===== config.mk =====
export PLATFORM = sky130hd
export DESIGN_NAME = regfile_wb_arbiter
export DESIGN_NICKNAME = d
export VERILOG_FILES = /design/src/rtl/regfile_wb_arbiter.sv
export SDC_FILE = /design/constraint.sdc
export NUM_CORES = 1
export LEC_CHECK = 0
export CAP_MARGIN = 20
export CORE_MARGIN = 3
export CORE_UTILIZATION = 24
export DETAILED_ROUTE_END_ITERATION = 10
export MAX_ROUTING_LAYER = met4
export PLACE_DENSITY = 0.51
export SETUP_SLACK_MARGIN = 0.2
export SYNTH_ARGS = -nofsm -noshare
export SYNTH_HDL_FRONTEND = slang
export SYNTH_SLANG_ARGS = --single-unit
export TNS_END_PERCENT = 20

===== constraint.sdc =====
create_clock -name clk -period 3.5 [get_ports clk]
set_input_delay 0.525 -clock clk [delete_from_list [all_inputs] [get_ports clk]]
set_output_delay 0.525 -clock clk [all_outputs]
set_load 0.05 [all_outputs]

===== src/rtl/regfile_wb_arbiter.sv =====
`default_nettype none
// ============================================================================
// Module   : regfile_wb_arbiter
// Brief    : Merges ALU and buffered load results onto the register-file write port.
// Revision : 1.0
// ============================================================================
module regfile_wb_arbiter #(
  parameter int DEPTH      = 2,
  parameter int STARVE_MAX = 4
) (
  input  logic                       clk,
  input  logic                       rst_n,
  input  logic                       i_alu_valid,
  output logic                       o_alu_ready,
  input  logic [4:0]                 i_alu_rd,
  input  logic [31:0]                i_alu_data,
  input  logic                       i_ld_valid,
  output logic                       o_ld_ready,
  input  logic [4:0]                 i_ld_rd,
  input  logic [31:0]                i_ld_data,
  output logic                       o_wen,
  output logic [4:0]                 o_rd,
  output logic [31:0]                o_din,
  output logic [$clog2(DEPTH):0]     o_pending
);

  localparam int PW = $clog2(DEPTH);
  localparam int CW = PW + 1;
  localparam int SW = $clog2(STARVE_MAX + 1);
  localparam logic [CW-1:0] c_full     = CW'(DEPTH);
  localparam logic [CW-1:0] c_cnt_one  = CW'(1);
  localparam logic [PW-1:0] c_ptr_one  = PW'(1);
  localparam logic [SW-1:0] c_smax     = SW'(STARVE_MAX);
  localparam logic [SW-1:0] c_s_one    = SW'(1);

  logic [36:0]   r_mem [DEPTH];
  logic [PW-1:0] r_wptr;
  logic [PW-1:0] r_rptr;
  logic [CW-1:0] r_count;
  logic [SW-1:0] r_starve;
  logic          r_wen;
  logic [4:0]    r_rd;
  logic [31:0]   r_din;

  logic w_nonempty;
  logic w_alu_ready;
  logic w_ld_ready;
  logic w_alu_win;
  logic w_pop;
  logic w_bypass;
  logic w_push;
  logic w_ld_live;
  logic [36:0] w_head;

  assign w_nonempty  = (r_count != '0);
  assign w_ld_ready  = (r_count != c_full);
  assign w_alu_ready = !((r_starve == c_smax) && w_nonempty);
  assign w_alu_win   = i_alu_valid && w_alu_ready && (i_alu_rd != 5'd0);
  // Loads to x0 are handshaken but otherwise vanish.
  assign w_ld_live   = i_ld_valid && w_ld_ready && (i_ld_rd != 5'd0);
  assign w_pop       = !w_alu_win && w_nonempty;
  assign w_bypass    = !w_alu_win && !w_nonempty && w_ld_live;
  assign w_push      = w_ld_live && !w_bypass;
  assign w_head      = r_mem[r_rptr];

  always_ff @(posedge clk) begin
    if (w_push) begin
      r_mem[r_wptr] <= {i_ld_rd, i_ld_data};
    end
  end

  always_ff @(posedge clk or negedge rst_n) begin
    if (!rst_n) begin
      r_wptr   <= '0;
      r_rptr   <= '0;
      r_count  <= '0;
      r_starve <= '0;
      r_wen    <= 1'b0;
      r_rd     <= '0;
      r_din    <= '0;
    end else begin
      if (w_push) begin
        r_wptr <= r_wptr + c_ptr_one;
      end
      if (w_pop) begin
        r_rptr <= r_rptr + c_ptr_one;
      end
      if (w_push && !w_pop) begin
        r_count <= r_count + c_cnt_one;
      end else if (w_pop && !w_push) begin
        r_count <= r_count - c_cnt_one;
      end

      if (!w_nonempty || w_pop) begin
        r_starve <= '0;
      end else if (r_starve != c_smax) begin
        r_starve <= r_starve + c_s_one;
      end

      // rd/din hold when nothing wins so the port only toggles on real writes.
      if (w_alu_win) begin
        r_wen <= 1'b1;
        r_rd  <= i_alu_rd;
        r_din <= i_alu_data;
      end else if (w_pop) begin
        r_wen <= 1'b1;
        r_rd  <= w_head[36:32];
        r_din <= w_head[31:0];
      end else if (w_bypass) begin
        r_wen <= 1'b1;
        r_rd  <= i_ld_rd;
        r_din <= i_ld_data;
      end else begin
        r_wen <= 1'b0;
      end
    end
  end

  assign o_alu_ready = w_alu_ready;
  assign o_ld_ready  = w_ld_ready;
  assign o_wen       = r_wen;
  assign o_rd        = r_rd;
  assign o_din       = r_din;
  assign o_pending   = r_count;

endmodule
`default_nettype wire


# --- Word level (Yosys, flattened, before mapping) ---
# Memories as Yosys holds them, arrays and structs flattened.
# Index checks and enable logic that the tools add are counted.
op_classes:
  addsub: 5
  eq_ne: 3
  n_mux: 15
  reduce_logical: 24
ops:
  columns: ["operator", "n"]
  rows:
  - ["$mux W32", 3]
  - ["$mux W5", 3]
  - ["$logic_and A1 B1 Y1", 11]
  - ["$reduce_bool A5 Y1", 2]
  - ["$logic_not A1 Y1", 6]
  - ["$mux W3", 2]
  - ["$reduce_bool A2 Y1", 3]
  - ["$mux W1", 5]
  - ["$mux W2", 2]
  - ["$add A3 B1 Y3 const B", 1]
  - ["$eq A3 B3 Y1 const B", 1]
  - ["$ne A3 B3 Y1 const B", 1]
  - ["$reduce_bool A3 Y1", 1]
  - ["$add A1 B1 Y1 const B", 2]
  - ["$add A2 B1 Y2 const B", 1]
  - ["$ne A2 B2 Y1 const B", 1]
  - ["$sub A2 B1 Y2 const B", 1]
  - ["$logic_or A1 B1 Y1", 1]
totals:
  register_bits: 45
  mem_bits_rw: 74
  input_bits: 78
  out_inout_bits: 42
  word_cells: 55
  n_memories: 1
mem_list:
  columns: ["memory", "depth", "word_bits", "rd", "rd_ports_with_merged_regs", "write_ports", "line", "source"]
  rows:
  - ["r_mem", 2, 37, 1, 0, 1, "36", "logic [36:0] r_mem [DEPTH];"]

# --- Longest topological paths before layout ---
logic_depth:
  ltp_word: 14
  ltp_mapped: 9
  mapped_depth_nobuf: 9

# --- Least setup slack after synthesis ---
# No wires, ideal clock.
synth_timing:
  path_kind: "reg-to-reg"
  start: "register r_count[1] (netlist: o_pending[1])"
  end: "memory r_mem[0][0], enable pin"
  arrival_time_ps: 2916
  required_time_ps: 3064
  setup_slack_ps: 148
  path_stages_with_launch: 4
  path_buffers: 0
  cell_sequence: "dfrtp_1 -> a211o_1 -> a21oi_1 -> nor2b_1"
synth_between:
  elab_chain_len: 12
  elab_cells_between_ends: 16
  classes_between: "eq/ne: 1; mux: 2; reduce/logical: 13"
synth_rtl:
  columns: ["item", "line", "source"]
  rows:
  - ["start, declared", "39", "logic [CW-1:0] r_count;"]
  - ["start signal, assigned", "89", "r_count <= r_count + c_cnt_one;"]
  - ["start signal, assigned", "91", "r_count <= r_count - c_cnt_one;"]
  - ["$reduce_bool A2 Y1", "55", "assign w_nonempty = (r_count != '0);"]
  - ["$logic_and A1 B1 Y1", "57", "assign w_alu_ready = !((r_starve == c_smax) && w_nonempty);"]
  - ["$logic_not A1 Y1", "57", null]
  - ["$logic_and A1 B1 Y1 (2 in series)", "58", "assign w_alu_win = i_alu_valid && w_alu_ready && (i_alu_rd != 5'd0);"]
  - ["$logic_not A1 Y1", "62", "assign w_bypass = !w_alu_win && !w_nonempty && w_ld_live;"]
  - ["$logic_and A1 B1 Y1 (2 in series)", "62", null]
  - ["$logic_not A1 Y1", "63", "assign w_push = w_ld_live && !w_bypass;"]
  - ["$logic_and A1 B1 Y1 *", "63", null]
  - ["$mux W1 *", "67", "if (w_push) begin"]
  - ["$mux W1 (implied by the code) *", "68", "r_mem[r_wptr] <= {i_ld_rd, i_ld_data};"]
  - ["end, declared", "36", null]
# Every way passes the cells marked *; elsewhere a longest branch is shown, timed or not.

# --- Worst setup path in the final report ---
layout_timing:
  start: "register r_count[0] (netlist: o_pending[0])"
  end: "output port o_alu_ready"
layout_between:
  elab_chain_len: 3
layout_rtl:
  columns: ["item", "line", "source"]
  rows:
  - ["$reduce_bool A2 Y1", "55", null]
  - ["$logic_and A1 B1 Y1", "57", null]
  - ["$logic_not A1 Y1", "57", null]
  - ["end, declared", "14", "output logic o_alu_ready,"]
# Every way passes these cells.

==> results_dict.tcl <==
set metrics [dict create \
    drtIter0Drc 168 \
    p_per_area_nw_per_um2 849 \
    synth_nets 441 \
    synth_area_um2 5310 \
    synth_seq_cells 119 \
    die_y_um 155 \
    synthFlopType "edfxtp_1" \
    cts-htree-levels 4 \
    yosys_warnings 0 \
    row_count 53 \
    final.period_utilization_pct 77.7 \
    antenna_found_initial 2 \
    cts-root-buf "clkbuf_16" \
    max_freq_mhz 368 \
    cts_tree "done" \
    portBuffers 119 \
    p_leak_nw 2.68 \
    fill_cells 2066 \
    nNetsFinal 562 \
    hold_path.class "input pin to asynchronous set/reset pin" \
    dpl.hpwl_um 9740 \
    crit_start "o_pending[0]" \
    crit_path_end "o_alu_ready" \
    wl_per_cell_um 18.9 \
    tns_ns 0 \
    ys_seq_area_share_pct 63.0 \
    cts_buffers 17 \
    cts_setup_buffers 0 \
    slew_violations 0 \
    final_antenna_net_count 0 \
    finalNonFillerCells 771 \
    min_period_ns 2.72 \
    num_vias 3576 \
    ioPinCount 120 \
    worstSetupPathType "flip-flop to output pin" \
    worstPathRequired_ns 2.97 \
    clk_pin_slew_ns 0.06 \
    design.die.area_um2 24000 \
    coreArea_um2 21400 \
    crit_arrival_ns 2.19 \
    dr.pass1.iters 4 \
    maxCapViolCount 0 \
    start_kind "flip-flop" \
    ctsResizeCount 0 \
    syn_inst 360 \
    grt_usage_pct 12.9 \
    drt-total-wl_um 14600 \
    r2r_slack_ns 1.11 \
    hold_slack_ns 0.209 \
    critical_path.max_fanout 7 \
    layout_common_cells "118 x clkdlybuf4s50_1, 74 x edfxtp_1, 44 x dfrtp_1, 37 x mux2i_1, 35 x a211oi_1" \
    drive_gt1_share_pct 16.4 \
    via_per_inst 4.64 \
    worstReg2RegStart "o_pending[1]" \
    grt_max_degree 38 \
    drc_errors 0 \
    syn_avg_cell_area_um2 14.8 \
    async_flop_share_pct 37.8 \
    status "completed" \
    clock_latency_ns 0.43 \
    clkSinkCount 119 \
    dieWidth_um 155 \
    clock_skew_ns 0.0154 \
    finalHoldViolations 0 \
    worst_pin_slew_ns 1.02 \
    synth.distinct_cells 35 \
    final_common_cell "clkdlybuf4s50_1" \
    max_slew_margin_pct 32.1 \
    dp_cells 737 \
    start_util_pct 24.9 \
    grt_first_pass_wirelength_um 22600 \
    rsz0062_at_grt "no" \
    cts_hold_buffers 0 \
    cts.path.max_buffers 2 \
    gp_congestion 0.744 \
    final_util_pct 34.8 \
    r2r-end "r_mem[1][17]" \
    worstSetupEndpointType "output pin" \
    r2r_cells 3 \
    synth-edff-count 74 \
    ir_drop_v 0.000342 \
    setup-violations-final 0 \
    grt_pass1_vias 3845 \
    area_growth_pct 39.7 \
    grt_remaining_overflow 0 \
]
[cell families after synthesis]
family	count (synthesis)	share of synthesized area [%]
compound gates	81	15.0
xor+xnor	6	0.989
fa+ha+maj	3	0.707
buf+inv	34	3.44
flops	119	63.0
mux	52	10.2
simple gates	65	6.67
[how the worst min path moves through the flow]
stage	from	cells past startpoint	end
after global routing	rst_n	1	o_din[23]
after detailed placement	r_starve[0]	1	r_starve[0]
after floorplan	rst_n	0	o_din[0]
after global placement	r_starve[0]	1	r_starve[0]
final	rst_n	1	o_din[2]
after CTS	rst_n	1	o_din[23]
[cell type report]
class | count | area [um2] | share of cell area, %
diodes | 2 | 5.00 | 0.0674
clock inverters | 14 | 148 | 1.99
clock buffers | 18 | 450 | 6.07
flip-flops and latches | 119 | 3350 | 45.1
well taps | 275 | 344 | 4.64
multi-input cells | 207 | 1810 | 24.3
repair buffers | 131 | 1300 | 17.5
inverters | 5 | 18.8 | 0.253
[power by group]
group	internal [W]	total, W	switching (W)
Clock	0.00109	0.00176	0.000665
Sequential	0.00191	0.00217	0.000261
Combinational	0.000901	0.00237	0.00147
Total	0.00390	0.00630	0.00240
[routing by layer]
metal | vias up | wire (um) | GRT usage (%)
met4 | 0 | 175 | 4.50
met5 | - | 0 | -
li1 | 1685 | - | -
met1 | 1778 | 6540 | 16.3
met3 | 14 | 728 | 3.75
met2 | 99 | 7140 | 19.8
[state kept, by name (all words and copies together), names as in the netlist]
| register | count |
|---|---|
| o_din | 32 |
| o_pending | 2 |
| o_rd | 5 |
| o_wen | 1 |
| r_mem | 74 |
| r_rptr | 1 |
| r_starve | 3 |
| r_wptr | 1 |
[critical path: stages, from the launching register on]
cell,delay (ns)
dfrtp_1,0.47
o211ai_1,0.37
clkdlybuf4s50_1,0.93
[metrics by stage]
step | cell area (um2) | total power (W) | worst slack [ns]
2_1_floorplan | 5320 | 0.00375 | 0.588
3_3_place_gp | 6800 | 0.00456 | 0.344
3_5_place_dp | 6820 | 0.00460 | 0.331
4_1_cts | 7420 | 0.00639 | 0.707
5_1_grt | 7420 | 0.00662 | 0.664
6_report | 7420 | 0.00630 | 0.780
[synthesized netlist by cell type (all sizes together) (3+ instances only)]
cell type  count  share of area (%)
a221o         15                2.8
mux2i         37                7.0
nor4           3               0.35
buf           14                2.0
and2           3               0.35
mux2          15                3.2
clkbuf        15                1.1
inv            5               0.35
a221oi        20                5.7
dfrtp         45                 21
ha             3               0.71
a211oi        35                4.9
nand2          8               0.57
nor2           4               0.28
xor2           3               0.49
nor2b         21                2.5
nor3          22                2.1
xnor2          3               0.49
edfxtp        74                 42
Note: power is estimated with default switching activity, not from simulation.
